## src/rtl/uart_pkg.sv

```systemverilog
// Shared UART definitions: FSM states, oversampling ratio and frame defaults.
// Imported by both the transmitter and the receiver.
package uart_pkg;

    typedef enum logic [1:0] {
        IDLE,
        START,
        DATA,
        STOP
    } uart_state_t;

    localparam int OVERSAMPLE  = 16;
    localparam int DBIT_DEF    = 8;
    localparam int SB_TICK_DEF = 16;

endpackage

```

## src/rtl/uart_tx.sv

```systemverilog
// UART transmitter: start bit, DBIT data bits LSB-first, SB_TICK-long stop bit,
// every bit timed from the 16x oversampling tick; tx comes straight from a flop.
module uart_tx
    import uart_pkg::*;
#(
    parameter int DBIT    = DBIT_DEF,
    parameter int SB_TICK = SB_TICK_DEF
) (
    input  logic            clk,
    input  logic            reset,
    input  logic            s_tick,
    input  logic            tx_start,
    input  logic [DBIT-1:0] din,
    output logic            tx,
    output logic            tx_busy,
    output logic            tx_done_tick
);

    localparam int SW = (SB_TICK > OVERSAMPLE) ? $clog2(SB_TICK) : $clog2(OVERSAMPLE);
    localparam int NW = (DBIT > 1) ? $clog2(DBIT) : 1;

    localparam logic [SW-1:0] S_LAST  = SW'(OVERSAMPLE - 1);
    localparam logic [SW-1:0] SB_LAST = SW'(SB_TICK - 1);
    localparam logic [NW-1:0] N_LAST  = NW'(DBIT - 1);

    uart_state_t     state_q, state_d;
    logic [SW-1:0]   s_q, s_d;
    logic [NW-1:0]   n_q, n_d;
    logic [DBIT-1:0] b_q, b_d;
    logic            tx_q, tx_d;
    logic            busy_q, busy_d;
    logic            done_q, done_d;

    always_comb begin
        state_d = state_q;
        s_d     = s_q;
        n_d     = n_q;
        b_d     = b_q;
        tx_d    = tx_q;
        busy_d  = busy_q;
        done_d  = 1'b0;
        unique case (state_q)
            IDLE: begin
                tx_d   = 1'b1;
                busy_d = 1'b0;
                // The done cycle is not an accept slot, so a held
                // tx_start restarts one clk after the pulse.
                if (tx_start && !done_q) begin
                    b_d     = din;
                    s_d     = '0;
                    state_d = START;
                    tx_d    = 1'b0;
                    busy_d  = 1'b1;
                end
            end
            START: begin
                if (s_tick) begin
                    if (s_q == S_LAST) begin
                        s_d     = '0;
                        n_d     = '0;
                        state_d = DATA;
                        tx_d    = b_q[0];
                    end else begin
                        s_d = s_q + 1'b1;
                    end
                end
            end
            DATA: begin
                if (s_tick) begin
                    if (s_q == S_LAST) begin
                        s_d = '0;
                        b_d = {1'b0, b_q[DBIT-1:1]};
                        if (n_q == N_LAST) begin
                            state_d = STOP;
                            tx_d    = 1'b1;
                        end else begin
                            n_d  = n_q + 1'b1;
                            tx_d = b_d[0];
                        end
                    end else begin
                        s_d = s_q + 1'b1;
                    end
                end
            end
            STOP: begin
                if (s_tick) begin
                    if (s_q == SB_LAST) begin
                        state_d = IDLE;
                        tx_d    = 1'b1;
                        busy_d  = 1'b0;
                        done_d  = 1'b1;
                    end else begin
                        s_d = s_q + 1'b1;
                    end
                end
            end
        endcase
    end

    always_ff @(posedge clk or negedge reset) begin
        if (!reset) begin
            state_q <= IDLE;
            s_q     <= '0;
            n_q     <= '0;
            b_q     <= '0;
            tx_q    <= 1'b1;
            busy_q  <= 1'b0;
            done_q  <= 1'b0;
        end else begin
            state_q <= state_d;
            s_q     <= s_d;
            n_q     <= n_d;
            b_q     <= b_d;
            tx_q    <= tx_d;
            busy_q  <= busy_d;
            done_q  <= done_d;
        end
    end

    assign tx           = tx_q;
    assign tx_busy      = busy_q;
    assign tx_done_tick = done_q;

endmodule

```

## config.mk

```make
export PLATFORM = sky130hd
export DESIGN_NAME = uart_tx
export DESIGN_NICKNAME = d
export VERILOG_FILES = /design/src/rtl/uart_pkg.sv /design/src/rtl/uart_tx.sv
export SDC_FILE = /design/constraint.sdc
export NUM_CORES = 1
export LEC_CHECK = 0
export BUFFER_PORTS_ARGS = -buffer_cell sky130_fd_sc_hd__buf_2
export CORE_ASPECT_RATIO = 1.25
export CORE_MARGIN = 2
export CORE_UTILIZATION = 45
export CTS_BUF_LIST = sky130_fd_sc_hd__clkbuf_2 sky130_fd_sc_hd__clkbuf_4 sky130_fd_sc_hd__clkbuf_8
export DETAILED_ROUTE_END_ITERATION = 7
export GPL_TIMING_DRIVEN = 0
export PLACE_DENSITY_LB_ADDON = 0.12
export SLEW_MARGIN = 20
export SYNTH_ARGS = -nofsm -noshare
export SYNTH_HDL_FRONTEND = slang
export SYNTH_SLANG_ARGS = --single-unit
```

## constraint.sdc

```tcl
create_clock -name clk -period 2 [get_ports clk]
set_input_delay 0.2 -clock clk [delete_from_list [all_inputs] [get_ports clk]]
set_output_delay 0.2 -clock clk [all_outputs]
set_load 0.02 [all_outputs]
```

After elaboration in Yosys (flattened, before gate mapping)

Index checks and enable logic that the tools add are counted.

Register bits: 20
Latch bits: 0
Bits in writable memories: 0
Memory bits (read-only): 0
Input port bits: 12
Output and inout port bits: 3
Word-level logic and storage cells: 79
Memories: 0

$add $sub $neg: 2
$mul: 0
Div/mod/pow operators: 0
$lt $le $gt $ge: 0
Equality and inequality tests: 16
Shift-type cells: 0
Mux-type cells: 41
Bitwise logic cells: 0
Reduce and logical (&&, ||, !) cells: 13

Operators by type and width:

| cell                                                                    | number |
|---|---|
| 8-bit two-way mux                                                       | 3 |
| 4-bit two-way mux                                                       | 5 |
| 2-bit inequality test, second input constant                            | 10 |
| 2-bit two-way mux                                                       | 8 |
| 8-bit case mux with 2 select lines                                      | 1 |
| 3-bit two-way mux                                                       | 5 |
| 1-bit two-way mux                                                       | 14 |
| 4-bit case mux with 3 select lines                                      | 1 |
| 6-bit AND reduction                                                     | 2 |
| 2-bit case mux with 4 select lines                                      | 1 |
| 4-bit AND reduction                                                     | 2 |
| 8-bit AND reduction                                                     | 1 |
| 3-bit case mux with 2 select lines                                      | 1 |
| 2-bit nonzero test                                                      | 3 |
| 4-bit by 1-bit adder with 4-bit output, second input constant           | 1 |
| 2-bit == test, second input constant                                    | 2 |
| 4-bit == test, second input constant                                    | 1 |
| 1-bit case mux with 4 select lines                                      | 1 |
| 3-bit by 1-bit adder with 3-bit output, second input constant           | 1 |
| 3-bit == test, second input constant                                    | 1 |
| 3-bit AND reduction                                                     | 1 |
| 2-bit by 1-bit == test with 1-bit output, second input constant         | 1 |
| 2-bit logical NOT                                                       | 1 |
| 2-bit by 1-bit inequality test with 1-bit output, second input constant | 1 |
| other kinds (4)                                                         | 4 |

Logic depth before layout (Yosys ltp)

Word-level depth: 5
Gate-level depth with buffers: 8
Mapped depth without buffers: 6

Worst setup path after synthesis

No wires, ideal clock.

Kind: reg2reg
From: register state_q[0]
To: register s_q[1]
Library setup time: 0.121 ns
Arrival: 1.500 ns
Required time: 1.879 ns
Path slack: 0.379 ns
Cell stages (with the launch flop): 8
Path buffers: 1
Clock period less this slack: 1.621 ns
Path through: dfrtp_1 > inv_1 > ha_1 > buf_2 > inv_1 > o221ai_1 > nor3_1 > a22o_1

Cells in the longest elaborated chain, start to end: 4
Elaborated cells between the ends (all ways): 11
Those cells by class: eq/ne: 7; mux: 1; reduce/logical: 3

Ends and longest elaborated chain:

| what                                                                             | RTL line       | RTL |
|---|---|---|
| start: declaration                                                               | uart_tx.sv:26  | `uart_state_t state_q, state_d;` |
| start signal: assignment                                                         | uart_tx.sv:110 | `state_q <= state_d;` |
| 2-bit == test / 2-bit by 1-bit == test with 1-bit output (equally long branches) | uart_tx.sv:42  | `unique case (state_q)` |
| 2-bit OR reduction (no line)                                                     | -              |  |
| 2-bit by 1-bit inequality test with 1-bit output (no line)                       | -              |  |
| 4-bit AND reduction (no line)                                                    | -              |  |
| end signal: assignment                                                           | uart_tx.sv:103 | `s_q <= '0;` |
| end signal: assignment                                                           | uart_tx.sv:111 | `s_q <= s_d;` |
| end: declaration                                                                 | uart_tx.sv:27  | `logic [SW-1:0] s_q, s_d;` |

Several ways; a longest one is shown, not always the timed one.
A chain may end at the register's enable or synchronous reset.

Worst setup path in the final report

From: register state_q[0]
To: register state_q[1]

Cells in the longest elaborated chain, start to end: 3
Elaborated cells between the ends (all ways): 14
Those cells by class: eq/ne: 11; mux: 1; reduce/logical: 2

Ends and longest elaborated chain:

| what                                        | RTL line |
|---|---|
| 2-bit == test, or another cell as far along | uart_tx.sv:42 |
| 2-bit inequality test (no line)             | - |
| 8-bit AND reduction (no line)               | - |

Several ways; a longest one is shown, not always the timed one.

==> results.md <==
* Worst r2r dst: state_q[1]
* Required time worst endpoint at 2.20 ns
* Highest Clock Rate at 0.559 GHz
* Final critical delay including setup and external delays at 1.79 ns
* Post-Route Utilization at 54.4%
* Largest net degree at the start of global routing at 21
* Cts bufs inserted at 3
* Wire length of the first global-routing pass at 4150 µm
* Area of the die at 3070 µm²
* Number of hold-slack violations in the final timing report at 0
* Top cell type's share of synthesized area at 40.1%
* Antenna Violating Nets Remaining at 0
* Wire length after detailed routing at approximately 2300 µm
* Clock Path Buffers at 2
* GR peak layer: met2
* Endpoints failing setup at 0
* HPWL after detailed placement at 1750 µm
* Result of the run: finished, final reports clean
* CTS tree: built
* Final worst path period share at 89.4%
* Total of max-cap violations at 0
* Register-to-register setup slack at 0.21 ns
* Critical Setup Path Class: flip-flop to flip-flop
* Number of cell rows at 20
* Setup repair after global routing missed its margin: false
* Critical Path Source Type: flip-flop
* Arrival time of the worst setup path at 1.99 ns
* Leakage at around 0.61 nW
* Number of enable flip-flop cells after synthesis at 0
* Maximum ir drop on the vdd rail at about 0.77 mV
* Relative slew slack at 69.2%
* Number of warning messages in the yosys log at 0
* Mapped Cells at 117
* Worst Path Max Fanout at 10
* Sinks on the clock net at 20
* Type of element capturing the critical path: flip-flop
* Share of post-route cells with drive strength above 1 at 24.3%
* Destination of the worst hold path: b_q[7]
* Internal Dissipation at 1.16 mW
* Area Overhead vs Synth at 13.6%
* Clock insertion delay at the later pin of the skew report at about 0.30 ns
* Total power density per cell area at around 1500 nW/µm²
* Die Ht at 61.4 µm
* Clock root cell: sky130_fd_sc_hd__clkbuf_4
* Worst setup path start: state_q[0]
* Count of different cell masters after synthesis at 33
* GR Util met3 at 1.46%
* Antenna violations before repair at 0
* Number of global-route vias before repair at 941
* Total via count in the routed design at 925
* Slew at the pin closest to its max-slew limit at 0.462 ns
* Source of the worst hold timing path: din[7]
* Number of antenna repair diodes at 0
* Hold crit path type: primary input to flip-flop
* Top-level I/O count at 15
* Final global-route overflow total at 0
* Async set-or-reset flop fraction in the synthesized netlist at 100%
* Met1 usage in global routing at 22.0%
* Detailed Route Iter0 Violations at 21
* Placeable core region at 2480 µm²
* Clock edge transition at the registers on the reported setup and hold paths at roughly 0.11 ns
* Count of buffers inserted at the top-level ports at 14
* DR pass1 iterations at 4
* Dominant cells by area after synthesis: sky130_fd_sc_hd__dfrtp_1 (40%), sky130_fd_sc_hd__mux2i_1 (8.4%), sky130_fd_sc_hd__ha_1 (7.4%), sky130_fd_sc_hd__nand2_1 (3.5%), sky130_fd_sc_hd__nor2_1 (3.5%)
* Number of nets in the finished design at 156
* Total placed cells including tap cells at 164
* Net count after synthesis at 136
* Final Non-Filler Cells at approximately 170
* Final worst clock skew at 0.00192 ns
* Worst flop-to-flop path startpoint: state_q[0]
* Relative contribution of combinational cells to total power at between 50% and 60%
* Per-cell via count in the routed design at around 5.5
* Post-synthesis cell area at 1190 µm²
* Post-Synthesis Mean Instance Area at 10.1 µm²
* Clock network fraction of design power at 10.8%
* Net switching component of the power at 0.855 mW
* Synthesis-stage register bit count at 20
* Global Route Usage Sum at between 10% and 20%
* Proportion of total power due to net switching at 42.5%
* Last weighted congestion value of the routability-driven placer at 0.838
* Effective utilization at floorplan at 47.9%
* Setup_tns at 0 ns
* Post-detailed-route wirelength per cell at 13.9 µm
* Global routing usage on met2 at 32.2%
* Leading register cell type out of synthesis: sky130_fd_sc_hd__dfrtp_1
* Count of H-tree levels built during CTS at 1
* Share of the yosys chip area belonging to registers at 42.3%
* Dominant cell type by area after synthesis: sky130_fd_sc_hd__dfrtp_1
* DIE WIDTH at approximately 50 µm
* Fraction of power consumed by sequential logic at 34.3%
* Max-slew violation total from the final report at 0
* Length in cells of the worst reg-to-reg path at 6
* Remaining design rule violation count at 0
* Worst hold path depth at 3
==> synthesized netlist by cell type (all sizes together), types with 2 or more instances <==
library cell and number:
ha 7, nand4 2, o31ai 2, o211ai 2, buf 4, o221ai 2, inv 5, o21ai 6
a22o 4, nand3 3, dfrtp 19, a21oi 10, nand2 11, mux2i 10, nor2 11, a21o 2
mux2 2, nor3 3
==> registers in the layout, summed over array words and instances (netlist names) <==
name,count
tx_done_tick,1
n_q,3
tx,1
b_q,8
state_q,2
tx_busy,1
s_q,4
==> metrics by stage <==
step / setup WS [ns] / power, mW / area, µm² / hold WS, ns
finish: 0.213 / 2.01 / 1350 / 0.177
global route: 0.0764 / 2.20 / 1350 / 0.193
CTS: 0.0882 / 2.01 / 1340 / 0.171
detailed placement: 0.106 / 1.79 / 1300 / 0.177
global placement: 0.184 / 1.76 / 1300 / 0.180
floorplan: 0.379 / 1.56 / 1190 / -0.0956
==> power groups by stage <==
stage	sequential [mW]	combinational, mW	clock, mW
2_1_floorplan	0.701	0.860	0
3_3_place_gp	0.696	1.06	0
3_5_place_dp	0.701	1.09	0
4_1_cts	0.692	1.09	0.229
5_1_grt	0.716	1.24	0.245
6_report	0.690	1.11	0.217
==> cell families after synthesis <==
logic type	count (synthesis)	synth area share [%]
AND/OR/NAND/NOR	37	15.4
buffers and inverters	9	4.85
AO/OA/AOI/OAI	32	19.7
multiplexers	12	10.3
flip-flops	20	42.3
adder cells (fa/ha/maj)	7	7.38
==> worst max path at each step <==
stage	end	slack [ns]	depth (start not counted)
floorplan	s_q[1]	0.38	7
global placement	s_q[1]	0.18	7
finish	state_q[1]	0.21	6
CTS	s_q[1]	0.09	7
detailed placement	s_q[1]	0.11	7
global route	s_q[2]	0.08	7
==> metal layers <==
layer	share of wire [%]	wire (µm)
met5	0	0
met4	2.0	47
met3	2.2	52
met2	49	1160
met1	46	1090
==> what timing repair did <==
action / 4_1_cts / 5_1_grt
setup endpoints to repair: 0 / 2
setup buffers: 0 / 0
hold buffers: 1 / 0
gates resized for setup: 0 / 2
endpoints found under the hold margin: 19 / 0
==> cells in the final DEF (no fill, tap or decap), types with 2 or more instances in the layout <==
cell	instances
sky130_fd_sc_hd__a22o_1	4
sky130_fd_sc_hd__ha_1	7
sky130_fd_sc_hd__buf_2	15
sky130_fd_sc_hd__dfrtp_1	19
sky130_fd_sc_hd__o31ai_1	2
sky130_fd_sc_hd__nand2_1	11
sky130_fd_sc_hd__o21ai_0	6
sky130_fd_sc_hd__a21oi_1	8
sky130_fd_sc_hd__mux2_2	2
sky130_fd_sc_hd__inv_1	5
sky130_fd_sc_hd__nand4_1	2
sky130_fd_sc_hd__nor3_1	3
sky130_fd_sc_hd__nand3_1	2
sky130_fd_sc_hd__mux2i_1	10
sky130_fd_sc_hd__nor2_1	11
sky130_fd_sc_hd__clkbuf_4	4
sky130_fd_sc_hd__o211ai_1	2
sky130_fd_sc_hd__a21o_1	2
sky130_fd_sc_hd__a21oi_2	2
sky130_fd_sc_hd__buf_6	3
==> critical path, cell delays in order, from the launching register on <==
cell	delay [ns]
sky130_fd_sc_hd__dfrtp_1	0.42
sky130_fd_sc_hd__inv_1	0.10
sky130_fd_sc_hd__ha_1	0.26
sky130_fd_sc_hd__buf_2	0.25
sky130_fd_sc_hd__nand2_1	0.15
sky130_fd_sc_hd__nand4_1	0.16
sky130_fd_sc_hd__mux2_2	0.34
==> final cells by class <==
class,count,area [µm²]
sequential,20,502
multi-input combinational,88,637
buffer,4,38.8
inverter,5,18.8
clock buffer,4,30.0
timing repair buffer,15,80.1
fill,237,1130
tap,33,41.3
Power figures use the tool's default switching activity.
